`config.mk`:
```
export PLATFORM = sky130hd
export DESIGN_NAME = storage_loader
export DESIGN_NICKNAME = d
export VERILOG_FILES = /design/src/rtl/data_path_pkg.sv /design/src/rtl/row_index_counter.sv /design/src/rtl/storage_loader.sv
export SDC_FILE = /design/constraint.sdc
export NUM_CORES = 1
export LEC_CHECK = 0
export CORE_MARGIN = 10
export CORE_UTILIZATION = 64
export CTS_CLUSTER_DIAMETER = 200
export CTS_CLUSTER_SIZE = 28
export DETAILED_ROUTE_END_ITERATION = 8
export DONT_BUFFER_PORTS = 1
export MAX_ROUTING_LAYER = met4
export PLACE_DENSITY = 0.8
export SYNTH_ARGS = -nofsm -noshare
export SYNTH_HDL_FRONTEND = slang
export SYNTH_SLANG_ARGS = --single-unit
```
`constraint.sdc`:
```
create_clock -name clk_clk -period 4.4 [get_ports clk_clk]
set_input_delay 0.88 -clock clk_clk [delete_from_list [all_inputs] [get_ports clk_clk]]
set_output_delay 0.88 -clock clk_clk [all_outputs]
set_load 0.02 [all_outputs]
```
`src/rtl/data_path_pkg.sv`:
```
// Shared types and constants for the data_path storage front end.
package data_path_pkg;

  localparam int unsigned DATA_WIDTH    = 16;
  localparam int unsigned WORDS_PER_ROW = 3;
  localparam int unsigned CODE_WIDTH    = 12;

  typedef enum logic [1:0] {
    TARGET_WEIGHT = 2'd0,
    TARGET_INPUT  = 2'd1,
    TARGET_LABEL  = 2'd2,
    TARGET_CODE   = 2'd3
  } target_e;

  typedef enum logic [1:0] {
    StIdle  = 2'd0,
    StLoad  = 2'd1,
    StWrite = 2'd2,
    StDone  = 2'd3
  } state_e;

endpackage

```
`src/rtl/row_index_counter.sv`:
```
// Row / layer / rows-written counters for storage_loader, with per-layer wrap
// and a flag marking the final row of the load.
module row_index_counter #(
  parameter int unsigned INDEX_WIDTH = 32
) (
  input  logic                   clk_i,
  input  logic                   rst_ni,
  input  logic                   load_i,
  input  logic [INDEX_WIDTH-1:0] rows_per_layer_i,
  input  logic [INDEX_WIDTH-1:0] total_rows_i,
  input  logic                   advance_i,
  input  logic                   wrap_en_i,
  output logic [INDEX_WIDTH-1:0] row_o,
  output logic [INDEX_WIDTH-1:0] layer_o,
  output logic [INDEX_WIDTH-1:0] written_o,
  output logic                   last_o
);

  logic [INDEX_WIDTH-1:0] row_q, row_d;
  logic [INDEX_WIDTH-1:0] layer_q, layer_d;
  logic [INDEX_WIDTH-1:0] written_q, written_d;
  logic [INDEX_WIDTH-1:0] rpl_q, rpl_d;
  logic [INDEX_WIDTH-1:0] total_q, total_d;

  always_comb begin
    row_d     = row_q;
    layer_d   = layer_q;
    written_d = written_q;
    rpl_d     = rpl_q;
    total_d   = total_q;
    if (load_i) begin
      row_d     = '0;
      layer_d   = '0;
      written_d = '0;
      // A zero rows-per-layer would never wrap; treat it as one row per layer.
      rpl_d     = (rows_per_layer_i == '0) ? INDEX_WIDTH'(1) : rows_per_layer_i;
      total_d   = total_rows_i;
    end else if (advance_i) begin
      written_d = written_q + INDEX_WIDTH'(1);
      if (wrap_en_i) begin
        if (row_q == rpl_q - INDEX_WIDTH'(1)) begin
          row_d   = '0;
          layer_d = layer_q + INDEX_WIDTH'(1);
        end else begin
          row_d = row_q + INDEX_WIDTH'(1);
        end
      end
    end
  end

  always_ff @(posedge clk_i or negedge rst_ni) begin
    if (!rst_ni) begin
      row_q     <= '0;
      layer_q   <= '0;
      written_q <= '0;
      rpl_q     <= '0;
      total_q   <= '0;
    end else begin
      row_q     <= row_d;
      layer_q   <= layer_d;
      written_q <= written_d;
      rpl_q     <= rpl_d;
      total_q   <= total_d;
    end
  end

  assign row_o     = row_q;
  assign layer_o   = layer_q;
  assign written_o = written_q;
  assign last_o    = (written_q + INDEX_WIDTH'(1)) == total_q;

endmodule

```
`src/rtl/storage_loader.sv`:
```
// Packs a serial word stream into 3-word storage rows (or single code lines) and
// issues one-cycle write strobes to the selected data_path storage.
module storage_loader
  import data_path_pkg::*;
#(
  parameter int unsigned INDEX_WIDTH = 32
) (
  input  logic                                clk_clk,
  input  logic                                reset_reset_n,
  input  logic                                start,
  input  logic [1:0]                          target,
  input  logic [INDEX_WIDTH-1:0]              rows_per_layer,
  input  logic [INDEX_WIDTH-1:0]              total_rows,
  input  logic                                in_valid,
  input  logic [DATA_WIDTH-1:0]               in_data,
  output logic                                in_ready,
  output logic [DATA_WIDTH*WORDS_PER_ROW-1:0] write_data,
  output logic [INDEX_WIDTH-1:0]              write_layer_index,
  output logic [INDEX_WIDTH-1:0]              write_row_index,
  output logic                                weight_is_write,
  output logic                                input_is_write,
  output logic                                label_is_write,
  output logic                                code_is_write,
  output logic [INDEX_WIDTH-1:0]              code_write_line,
  output logic [CODE_WIDTH-1:0]               code_write_data,
  output logic                                busy,
  output logic                                done
);

  localparam int unsigned RowW = DATA_WIDTH * WORDS_PER_ROW;
  localparam int unsigned BufW = DATA_WIDTH * (WORDS_PER_ROW - 1);
  localparam int unsigned CntW = $clog2(WORDS_PER_ROW);

  state_e                 state_q;
  target_e                target_q;
  logic [CntW-1:0]        word_cnt_q;
  logic [BufW-1:0]        row_buf_q;
  logic                   in_ready_q;
  logic [RowW-1:0]        write_data_q;
  logic [INDEX_WIDTH-1:0] write_layer_q, write_row_q, code_line_q;
  logic [CODE_WIDTH-1:0]  code_data_q;
  logic                   weight_wr_q, input_wr_q, label_wr_q, code_wr_q;
  logic                   busy_q, done_q;

  logic                   cnt_load, cnt_advance, cnt_wrap_en, cnt_last;
  logic [INDEX_WIDTH-1:0] cnt_row, cnt_layer, cnt_written;
  logic                   accept;

  assign cnt_load    = (state_q == StIdle) && start;
  assign cnt_advance = (state_q == StWrite);
  assign cnt_wrap_en = (target_q != TARGET_CODE);
  assign accept      = in_valid && in_ready_q;

  row_index_counter #(
    .INDEX_WIDTH(INDEX_WIDTH)
  ) u_row_index_counter (
    .clk_i           (clk_clk),
    .rst_ni          (reset_reset_n),
    .load_i          (cnt_load),
    .rows_per_layer_i(rows_per_layer),
    .total_rows_i    (total_rows),
    .advance_i       (cnt_advance),
    .wrap_en_i       (cnt_wrap_en),
    .row_o           (cnt_row),
    .layer_o         (cnt_layer),
    .written_o       (cnt_written),
    .last_o          (cnt_last)
  );

  always_ff @(posedge clk_clk or negedge reset_reset_n) begin
    if (!reset_reset_n) begin
      state_q       <= StIdle;
      target_q      <= TARGET_WEIGHT;
      word_cnt_q    <= '0;
      row_buf_q     <= '0;
      in_ready_q    <= 1'b0;
      write_data_q  <= '0;
      write_layer_q <= '0;
      write_row_q   <= '0;
      code_line_q   <= '0;
      code_data_q   <= '0;
      weight_wr_q   <= 1'b0;
      input_wr_q    <= 1'b0;
      label_wr_q    <= 1'b0;
      code_wr_q     <= 1'b0;
      busy_q        <= 1'b0;
      done_q        <= 1'b0;
    end else begin
      weight_wr_q <= 1'b0;
      input_wr_q  <= 1'b0;
      label_wr_q  <= 1'b0;
      code_wr_q   <= 1'b0;
      done_q      <= 1'b0;
      unique case (state_q)
        StIdle: begin
          if (start) begin
            target_q   <= target_e'(target);
            word_cnt_q <= '0;
            row_buf_q  <= '0;
            busy_q     <= 1'b1;
            if (total_rows == '0) begin
              state_q <= StDone;
              done_q  <= 1'b1;
            end else begin
              state_q    <= StLoad;
              in_ready_q <= 1'b1;
            end
          end
        end
        StLoad: begin
          if (accept) begin
            if (target_q == TARGET_CODE) begin
              code_data_q <= in_data[CODE_WIDTH-1:0];
              code_line_q <= cnt_written;
              code_wr_q   <= 1'b1;
              in_ready_q  <= 1'b0;
              state_q     <= StWrite;
            end else if (word_cnt_q == CntW'(WORDS_PER_ROW - 1)) begin
              // Earlier words sit in the upper bits, so the first word lands on top.
              write_data_q  <= {row_buf_q, in_data};
              write_layer_q <= cnt_layer;
              write_row_q   <= cnt_row;
              row_buf_q     <= '0;
              word_cnt_q    <= '0;
              weight_wr_q   <= (target_q == TARGET_WEIGHT);
              input_wr_q    <= (target_q == TARGET_INPUT);
              label_wr_q    <= (target_q == TARGET_LABEL);
              in_ready_q    <= 1'b0;
              state_q       <= StWrite;
            end else begin
              row_buf_q  <= {row_buf_q[BufW-DATA_WIDTH-1:0], in_data};
              word_cnt_q <= word_cnt_q + CntW'(1);
            end
          end
        end
        StWrite: begin
          if (cnt_last) begin
            state_q <= StDone;
            done_q  <= 1'b1;
          end else begin
            state_q    <= StLoad;
            in_ready_q <= 1'b1;
          end
        end
        StDone: begin
          state_q <= StIdle;
          busy_q  <= 1'b0;
        end
        default: state_q <= StIdle;
      endcase
    end
  end

  assign in_ready          = in_ready_q;
  assign write_data        = write_data_q;
  assign write_layer_index = write_layer_q;
  assign write_row_index   = write_row_q;
  assign weight_is_write   = weight_wr_q;
  assign input_is_write    = input_wr_q;
  assign label_is_write    = label_wr_q;
  assign code_is_write     = code_wr_q;
  assign code_write_line   = code_line_q;
  assign code_write_data   = code_data_q;
  assign busy              = busy_q;
  assign done              = done_q;

endmodule

```
Yosys cells after proc, flatten, opt, wreduce, memory -nomap -nowiden
Cells that the tools add are included.
{ "totals": {"reg_bits": 361, "in_bits": 86, "output_inout_bits": 163, "word_cells": 120} }
{ "op_classes": {"addsub": 5, "n_eq_ne": 16, "n_mux": 56, "n_bitwise": 1, "reduce_logical": 21} }
{ "op_table": {"columns": ["operator", "count"], "rows": [
  ["two-way mux 32 bit", 15],
  ["adder 32 x 1 -> 32 bit (second input constant)", 3],
  ["== test 32 bit", 2],
  ["logical NOT 32 bit", 2],
  ["one-hot mux 32 bit (2 select lines)", 1],
  ["subtractor 32 x 1 -> 32 bit (second input constant)", 1],
  ["two-way mux 1 bit", 25],
  ["two-way mux 2 bit", 10],
  ["!= test 2 bit (second input constant)", 6],
  ["== test 2 bit (second input constant)", 5],
  ["nonzero test 2 bit", 5],
  ["AND reduction 3 bit", 3],
  ["one-hot mux 2 bit (4 select lines)", 1],
  ["AND reduction 4 bit", 2],
  ["AND reduction 2 bit", 3],
  ["AND reduction 6 bit", 1],
  ["== test 2 x 1 -> 1 bit (second input constant)", 2],
  ["logical NOT 2 bit", 2],
  ["one-hot mux 1 bit (2 select lines)", 2],
  ["one-hot mux 2 bit (2 select lines)", 1],
  ["!= test 3 bit (second input constant)", 1],
  ["one-hot mux 1 bit (3 select lines)", 1],
  ["nonzero test 3 bit", 1],
  ["adder 2 x 1 -> 2 bit (second input constant)", 1],
  ["2 further kinds", 3]
]} }

Longest topological paths before layout
Gate-level depths: netlist of the first run.
{ "logic_depth": {"ltp_word": 6, "mapped_depth": 13, "mapped_depth_nobuf": 11} }

Modules after synthesis
A second synthesis of the first run with hierarchy kept.
{ "unflattened": {"hier_cells": 1490, "hier_area_um2": 17316.6} }
{ "by_module_without_submodules": {"columns": ["mod", "instances", "cells_per_inst", "area_each_um2"], "rows": [
  ["row_index_counter", 1, 1022, 9649.3],
  ["storage_loader", 1, 468, 7667.4]
]} }

Least setup slack after synthesis of the first run
Ideal clock, no wire load.
{ "synth_path": {"path_type": "register to register", "from": "register u_row_index_counter.rpl_q[0]", "to": "register u_row_index_counter.layer_q[10], in the netlist u_row_index_counter.layer_o[10]", "arrival_ns": 3.440, "required_time_ns": 4.322, "setup_slack_ns": 0.882, "path_stages_with_launch": 13, "n_path_buf": 1, "period_less_slack_ns": 3.518, "cell_sequence": "dfrtp_1 -> inv_1 -> ha_1 -> nor3b_2 -> nand3_1 -> or4_1 -> a21oi_1 -> o2111ai_1 -> or4_1 -> o21a_1 -> buf_6 -> or4_1 -> a21oi_1"} }
{ "synth_via": {"elab_chain_len": 4} }
{ "synth_lines": {"columns": ["item", "line", "source"], "rows": [
  ["start: declaration", "row_index_counter.sv:22", "logic [INDEX_WIDTH-1:0] rpl_q, rpl_d;"],
  ["start signal: assignment", "row_index_counter.sv:62", "rpl_q <= rpl_d;"],
  ["subtractor 32 x 1 -> 32 bit", "row_index_counter.sv:41", "if (row_q == rpl_q - INDEX_WIDTH'(1)) begin"],
  ["== test 32 bit", "row_index_counter.sv:41", null],
  ["nonzero test 2 bit (no source line)", null, null],
  ["AND reduction 3 bit (no source line)", null, null],
  ["end signal: assignment", "row_index_counter.sv:60", "layer_q <= layer_d;"],
  ["end: declaration", "row_index_counter.sv:20", "logic [INDEX_WIDTH-1:0] layer_q, layer_d;"]
]} }
No other way between the ends.
A chain may end at the register's enable or synchronous reset.

Worst setup path in the final report of the first run
{ "layout_path": {"from": "register u_row_index_counter.rpl_q[0]", "to": "register u_row_index_counter.layer_q[20], in the netlist u_row_index_counter.layer_o[20]"} }
Same word-level chain as after synthesis.

==> results.md, run 1 <==
- The number of flops mapped to enable cells by yosys is 0.
- The first routing iteration left 1,233 violations.
- The wire length of the first global-routing pass is 67,890 um.
- The number of global-route vias before repair is 12,450.
- Across the whole layout, storage elements account for between 9000 and 10,000 um^2.
- The count of non-filler cells in the finished layout is 2,007.
- The clock sink count is 361.
- The completed layout was analyzed and its total power is 0.01039 W.
- The final critical-path required period is between 4000 and 5000 ps.
- The residual antenna-violating net count after detailed routing is 0.
- The combinational share of power is 27.6%.
- The maximum clock path buffer count is 3.
- The via-per-instance ratio is 6.409.
- The first TritonRoute pass finished after 5 iterations.
- The number of antenna violations at the first check in global routing is 1.
- The number of max-cap violations is 0.
- The area of combinational cells with multiple inputs is 7757 um^2.
- The worst-case setup margin in the final layout is around 370 ps.
- In this run the static leakage power is 8.020 nW.
- The number of setup violations in the final report is 0.
- The clock arrives with roughly 15 ps of skew.
- The net switching power is ~0.0042 W.
- The worst hold path belongs to the class in -> async.
- The width of the chip is 184.2 um.
- The largest net degree at the start of global routing is 362.
- The critical path goes through inv_1 > ha_1 > nor3b_2 > nand3_1 > or4_1 > a21oi_1 > o2111ai_1 > or4_1 > o21a_2 > buf_4 > or3_1 > a21oi_1.
- The starting density of the core is 64.56%.
- OpenSTA, run right after detailed placement, puts the worst setup slack at ~230 ps.
- The largest individual stage delay along the critical path comes from the cell or4_1.
- The overall routing resource usage is between 20% and 30%.
- The CTS tree is built.
- The count of nets after finishing is 1,755.
- In this run the mean area of a mapped cell was about 10 um^2.
- For this run the aggregate overflow at the end of global routing stands at 0.
- The count of buffers inserted at the top-level ports is 0.
- The average wire length per cell after detail routing is 20.97 um.
- For the worst setup path, the data arrival time is 4470 ps.
- Of the total power, registers draw 56.1%.
- After technology mapping, the gate count stands at about 1,700.
- Setup repair after global routing left no endpoint under its margin.
- The instance count after placement with tap cells included is between 1,500 and 2,000.
- The register clock-pin slew on the reported worst setup and hold paths is 110 ps.
- The total buffers and inverters traversed by the critical path is 2.
- The core footprint is 26,730 um^2.
- For the pin with the worst max-slew slack, the measured transition is 1052 ps.
- Of all nets on the critical path, the largest fanout is 25.
- The family of cells with the greatest summed delay on the critical path is simple AND/OR/NAND/NOR gates.
- Relative to the synthesized area, the layout overhead comes to 3.735%.
- For this run, the number of Yosys warnings is 0.
- The final-report hold violation count is 0.
- The post-route netlist has a little over an eighth of its cells at a drive strength greater than 1.
- Net switching is 40.30% of the power.
- The design internal power is 0.006205 W.
- The relative slew slack is 29.90%.
- The worst-case IR drop observed on VDD is 412.0 uV.
- The floorplan die area is roughly 34,000 um^2.
- The final count of pins violating max slew is 0.
- The tree is rooted in a clkbuf_16.
- With fillers left out, the area of the finished cells amounts to approximately 18,000 um^2.
- After synthesis the netlist holds a flip-flop and latch count of between 300 and 400.
- The routed wire length is about 42,000 um.
- The standard-cell row count is 60.
- The detailed placer's ending HPWL is about 30,000 um.
- The number of flip-flops in the largest register is 48.
- Counting every net in the synthesized netlist gives 1,824.
- The run finished with clean final reports.
- The final critical path takes up between 90% and 100% of the cycle.
- The class of the most critical setup path is reg -> reg.
- The number of buffers inserted to repair setup after CTS is 0.
- The number of remaining DRC errors is 0.
- The sort of element at the end of the critical path is a register.
- At the worst endpoint, the required time is 4840 ps.
- The launching element type of the critical path is a register.
- The power per cell area is 580.6 nW/um^2.
- The portion of the post-synthesis area used by sequential elements is 52.35%.
- The post-route setup TNS is 0 ps.
- The mapped netlist covers 17,260 um^2.
- The number of clock buffers added by TritonCTS is 16.
- After detailed placement, the total cell area comes to 17,470 um^2.
- Among all flip-flop cells after synthesis, the most frequent one is dfrtp_1.
- The number of placed I/O pins is roughly 250.
- Counting flops with an async set or reset pin after synthesis yields a share of 100.0%.
- Based on the critical path, the design can be clocked at up to ~0.25 GHz.
- The maximum cell stage delay along the critical path is 570 ps.
- The y dimension of the die is 184.2 um.
- The total number of vias is between 10,000 and 15,000.
- The filler cells instantiated in the layout total around 2,100.
- The source-to-sink clock delay at the later pin of the worst-skew pair is 520 ps.
- The number of gates resized after CTS is 0.
- At the end of routability-driven placement, the weighted congestion stood at 0.8822.
- The count of distinct cell types in the synthesized netlist is 61.
- The number of H-tree branching levels is 1.
- After clock tree synthesis, the flow added hold-fix buffers numbering 0.
- The clock network fraction of design power is 16.3%.
area by class of cell:
| class | count | share of cell area, % |
|---|---|---|
| clock buffers | 17 | 2.377 |
| clock inverters | 1 | 0.02796 |
| flip-flops and latches | 361 | 50.47 |
| well taps | 341 | 2.384 |
| repair buffers | 23 | 1.035 |
| diodes | 1 | 0.01398 |
| multi-input cells | 1246 | 43.34 |
| inverters | 17 | 0.3565 |
Yosys cell counts, types with 31 or more instances:
cell        n  area, um^2
or3_1      37       231.5
mux2_2    160        1802
dfrtp_1   361        9034
a21oi_1    77       385.4
o21ai_0   130       650.6
xor2_1     33       289.0
nor4_1     37       231.5
nand4_1    35       219.0
nand2_1   323        1212
nor3_1     31       155.2
xnor2_1    50       437.9
nand3_1    59       295.3
nor2_1     63       236.5
clkbuf_1  101       379.1
path summary, 6_finish.rpt:
path	start	end	slack (ps)	depth (start not counted)
worst max-delay path	u_row_index_counter.rpl_q[0]	u_row_index_counter.layer_o[20]	370	12
worst min-delay path	reset_reset_n	write_row_index[26]	50	0
worst max register to register	u_row_index_counter.rpl_q[0]	u_row_index_counter.layer_o[20]	370	12
worst min register to register	row_buf_q[19]	row_buf_q[19]	490	2
max in group asynchronous	reset_reset_n	write_layer_index[13]	3630	0
min in group clk_clk	rows_per_layer[18]	u_row_index_counter.rpl_q[18]	460	2
cells by family after synthesis:
family | share of synthesized area, %
buffers and inverters | 2.886
flip-flops | 52.35
adder cells (fa/ha/maj) | 0.2901
AO/OA/AOI/OAI | 10.44
XOR/XNOR | 4.213
multiplexers | 10.56
AND/OR/NAND/NOR | 19.26
placed cells by master, fill, tap and decap left out, types with 7 or more instances in the layout:
cell,count
nand4_1,35
and2_1,13
nor3_1,30
a31oi_1,30
o211ai_1,7
xnor2_1,50
mux2_2,160
nor4_1,37
nand2b_1,10
or3_1,37
xor2_1,33
a21oi_1,76
nor2_1,61
nand2_1,323
inv_1,17
o31ai_1,23
o21ai_0,130
nor2b_1,8
buf_4,22
clkbuf_16,17
or4_1,8
and4_1,12
nand3_1,59
dfrtp_1,361
and3_1,23
routing by layer:
metal	GRT usage (%)	part of all wire (%)
met1	31.63	40
met2	40.31	48
met3	5.670	8.1
met4	8.260	3.4
met5	-	0
power groups by stage:
stage | Combinational, W | Sequential, W | Clock, W
2_1_floorplan | 0.00247 | 0.00537 | 0
3_3_place_gp | 0.00277 | 0.00585 | 0
3_5_place_dp | 0.00286 | 0.00591 | 0
4_1_cts | 0.00288 | 0.00584 | 0.00175
5_1_grt | 0.00324 | 0.00598 | 0.00186
6_report | 0.00287 | 0.00583 | 0.00169
worst reg2reg max path, delay by kind of cell, from the launching register on:
family / cells / cell delay (ps)
AO/OA/AOI/OAI: 4 / 820
flip-flops: 1 / 460
buffers and inverters: 2 / 380
adder cells (fa/ha/maj): 1 / 260
AND/OR/NAND/NOR: 5 / 2040
through the flow:
stage	hold WS, ps	util, %
finish	49.81	66.98
global route	19.11	66.98
CTS	30.48	66.96
detailed placement	469.4	65.35
global placement	456.5	65.35
floorplan	444.4	-
No activity file was read; power rests on OpenSTA's default activity.
==> run 2: changes to the inputs <==
--- a/config.mk
+++ b/config.mk
@@ -11,8 +11,8 @@
 export CTS_CLUSTER_SIZE = 28
 export DETAILED_ROUTE_END_ITERATION = 8
 export DONT_BUFFER_PORTS = 1
-export MAX_ROUTING_LAYER = met4
 export PLACE_DENSITY = 0.8
+export SLEW_MARGIN = 20
 export SYNTH_ARGS = -nofsm -noshare
 export SYNTH_HDL_FRONTEND = slang
 export SYNTH_SLANG_ARGS = --single-unit
==> run 2 against run 1 <==
Net effect: via count down 0.80%; clock-buffer cell count decreased by 1; worst hold slack improved by 5.2 ps; cell area barely moved; combinational power is essentially flat; core utilization is 0.061 points higher; first-iteration DRC count up 2.4%; maximum frequency fell by 2.3%.
==> results.md, run 2 (synthesis gave the netlist of run 1 again) <==
- Status: finished clean (unchanged).
- The clock network fraction of design power is 16.0% (was 16.3%).
- The capturing instance or port of the critical path is u_row_index_counter.layer_o[29] (was u_row_index_counter.layer_o[20]).
- The count of buffers inserted at the top-level ports came to 0 (unchanged).
- The relative slew slack came to 8.007% (was 29.90%).
- The power per cell area is 580.5 nW/um^2 (was 580.6 nW/um^2).
- The source-to-sink clock delay at the later pin of the worst-skew pair is 520 ps (about the same).
- The share of post-route cells with drive strength above 1 is 13.15% (about the same).
- The floorplan die area was 33,930 um^2 (unchanged).
- The origin of the critical flop-to-flop path is u_row_index_counter.rpl_q[0] (unchanged).
- The clock sink count came to 361 (unchanged).
- The maximum clock path buffer count came to 3 (unchanged).
- The number of detailed-routing iterations run before antenna repair is 5 (unchanged).
- The worst-case setup margin in the final layout was 275.9 ps (was 372.2 ps).
- The path depth of the worst reg2reg path is 12 (unchanged).
- The largest fanout on the critical path is 25 (unchanged).
- The detailed placer's ending HPWL is 29,620 um (was 29,720 um).
- The worst vdd rail ir drop is 472.5 uV (was 412.0 uV).
- The overall routing resource usage is 24.05% (was 25.30%).
- The switching share of total power is 40.40% (was 40.30%).
- The count of nets after finishing is 1,756 (was 1,755).
- The area growth from synthesis to layout is 3.828% (was 3.735%).
- The residual overflow from global routing came to 0 (unchanged).
- The minimum setup slack among reg-to-reg paths came to 280 ps (was 370 ps).
- The number of setup violations in the final report is 0 (unchanged).
- The critical path launch point is u_row_index_counter.rpl_q[0] (unchanged).
- The net switching power is 0.004201 W (was 0.004188 W).
- The via-per-instance ratio is 6.354 (was 6.409).
- The class of the most critical setup path is reg -> reg (unchanged).
- CP cell instances: inv_1 > ha_1 > nor3b_4 > nand3_1 > or4_1 > a21oi_1 > o2111ai_1 > or4_1 > o21a_1 > buf_4 > or3_1 > a21oi_1 (was inv_1 > ha_1 > nor3b_2 > nand3_1 > or4_1 > a21oi_1 > o2111ai_1 > or4_1 > o21a_2 > buf_4 > or3_1 > a21oi_1).
- The design internal power was 0.006198 W (was 0.006205 W).
- The y dimension of the die is 184.2 um (unchanged).
- The starting density of the core was 64.56% (unchanged).
- The final-report hold violation count was 0 (unchanged).
- The number of global-route vias before repair was 12,460 (was 12,450).
- The number of DRC violations after detailed-routing iteration 0 is 1,262 (was 1,233).
- The sequential share of power is 56.1% (about the same).
- The worst-case hold slack is 55.03 ps (was 49.81 ps).
- The number of max-cap violations is 0 (unchanged).
- The standard-cell row count was 60 (unchanged).
- The leading cell type in the layout, fill and taps excluded is dfrtp_1 (unchanged).
- The worst clock skew is 16.38 ps (was 14.54 ps).
- The hold-fix buffer count after cts was 0 (unchanged).
- The class of the worst hold path was in -> async (unchanged).
- The total power is 0.01040 W (was 0.01039 W).
- The register clock-pin slew on the reported worst setup and hold paths is 110 ps (about the same).
- The cell type of the slowest stage on the worst timing path is or4_1 (unchanged).
- The final critical-path required period is 4124 ps (was 4028 ps).
- The number of remaining DRC errors came to 0 (unchanged).
- The number of buffers inserted to repair setup after CTS was 0 (unchanged).
- The number of placed I/O pins was 249 (unchanged).
- The sort of element at the end of the critical path is a register (unchanged).
- The number of H-tree branching levels was 1 (unchanged).
- The total number of vias is 12,760 (was 12,860).
- The routed wire length came to 41,720 um (was 42,090 um).
- The number of filler cells placed in the layout is 2,072 (was 2,099).
- The worst slack at placement is 243.5 ps (was 230.6 ps).
- The number of clock buffers inserted by TritonCTS was 16 (unchanged).
- The required time at the worst-slack endpoint is 4850 ps (was 4840 ps).
- The pin slew with the least headroom to its limit is 1380 ps (was 1052 ps).
- The width of the chip is 184.2 um (unchanged).
- The residual antenna-violating net count after detailed routing was 0 (unchanged).
- The leakage power was 8.025 nW (was 8.020 nW).
- The routability-driven placement congestion ratio is 0.8642 (was 0.8822).
- The endpoint of the worst-slack reg-to-reg timing path is u_row_index_counter.layer_o[29] (was u_row_index_counter.layer_o[20]).
- The wire length of the first global-routing pass is 66,920 um (was 67,890 um).
- The cell at the root of the clock tree is clkbuf_16 (unchanged).
- The number of antenna violations at the first check in global routing is 1 (unchanged).
- Setup repair after global routing missed its margin: no (unchanged).
- The maximum cell stage delay along the critical path is 580 ps (was 570 ps).
- The peak clock frequency supported by timing is 0.2425 GHz (was 0.2483 GHz).
- The number of flip-flops in the largest register is 48 (unchanged).
- The post-route setup TNS is 0 ps (unchanged).
- The final count of pins violating max slew is 0 (unchanged).
- The average wire length per cell after detail routing is 20.78 um (was 20.97 um).
- The area taken by flip-flops and latches is 9034 um^2 (unchanged).
- The core footprint is 26,730 um^2 (unchanged).
- The largest net degree at the start of global routing was 362 (unchanged).
- The part of the cycle the worst path needs came to 93.73% (was 91.54%).
- The area of combinational cells with multiple inputs is 7762 um^2 (was 7757 um^2).
- The arrival time of the worst setup path was 4570 ps (was 4470 ps).
- Most used cells in the layout excluding fill and tap cells: dfrtp_1, nand2_1, mux2_2, o21ai_0, a21oi_1 (unchanged).
- The CTS tree is built (unchanged).
- The launching element type of the critical path is a register (unchanged).
- The combinational share of power is 27.9% (was 27.6%).
[run 2: cell types whose count changed in the layout (fill, tap and decap cells not counted)]
cell	change
nor3b_4	+1
buf_12	+1
clkinv_8	+1
o21a_1	+1
clkbuf_16	-1
nor3b_2	-1
o21a_2	-1
[run 2: critical path, delay by kind of cell (launching register included)]
| family | cells | cell delay [ps] |
|---|---|---|
| AND/OR/NAND/NOR | 5 | 1980 |
| buffers and inverters | 2 | 440 |
| adder cells (fa/ha/maj) | 1 | 260 |
| AO/OA/AOI/OAI | 4 | 910 |
| flip-flops | 1 | 450 |
[run 2: per-stage QoR]
stage | area (um^2) | util (%) | cells
after global routing | 17910 | 67.03 | 2007
after CTS | 17890 | 66.93 | 2006
after global placement | 17470 | 65.35 | 1988
after floorplan | 17260 | - | 1734
after detailed placement | 17470 | 65.35 | 1988
final | 17920 | 67.04 | 2008
[run 2: final cells by class]
cell class	count	share of cell area, %
Antenna cell	1	0.01397
Clock buffer	16	2.235
Clock inverter	2	0.1187
Inverter	17	0.3562
Multi-Input combinational cell	1246	43.33
Sequential cell	361	50.42
Tap cell	341	2.381
Timing Repair Buffer	24	1.145
[run 2: power by group through the flow]
stage	Clock (W)	Combinational, W	Sequential, W
2_1_floorplan	0	0.00247	0.00537
3_3_place_gp	0	0.00277	0.00585
3_5_place_dp	0	0.00286	0.00590
4_1_cts	0.00170	0.00288	0.00584
5_1_grt	0.00180	0.00326	0.00599
6_report	0.00166	0.00290	0.00584
[run 2: repair_timing]
action / in CTS / in global routing
endpoints found under the setup margin: 0 / 17
hold endpoints to repair: 0 / 0
gates resized for setup: 0 / 1
[run 2: per-layer routing]
layer  GRT usage, %  up-vias  share of wire [%]
li1               -     5970                  -
met1          30.48     6307                 40
met2          39.14      402                 49
met3          6.064       80                7.9
met4          8.981        0                3.6
met5              0        -                  0
[run 2: worst min path at each step]
stage	startpoint	slack, ps	to
after global routing	reset_reset_n	40	write_row_index[26]
after global placement	row_buf_q[16]	460	row_buf_q[16]
after CTS	reset_reset_n	40	done
final	reset_reset_n	60	u_row_index_counter.row_o[28]
after floorplan	row_buf_q[16]	440	row_buf_q[16]
after detailed placement	row_buf_q[19]	470	row_buf_q[19]
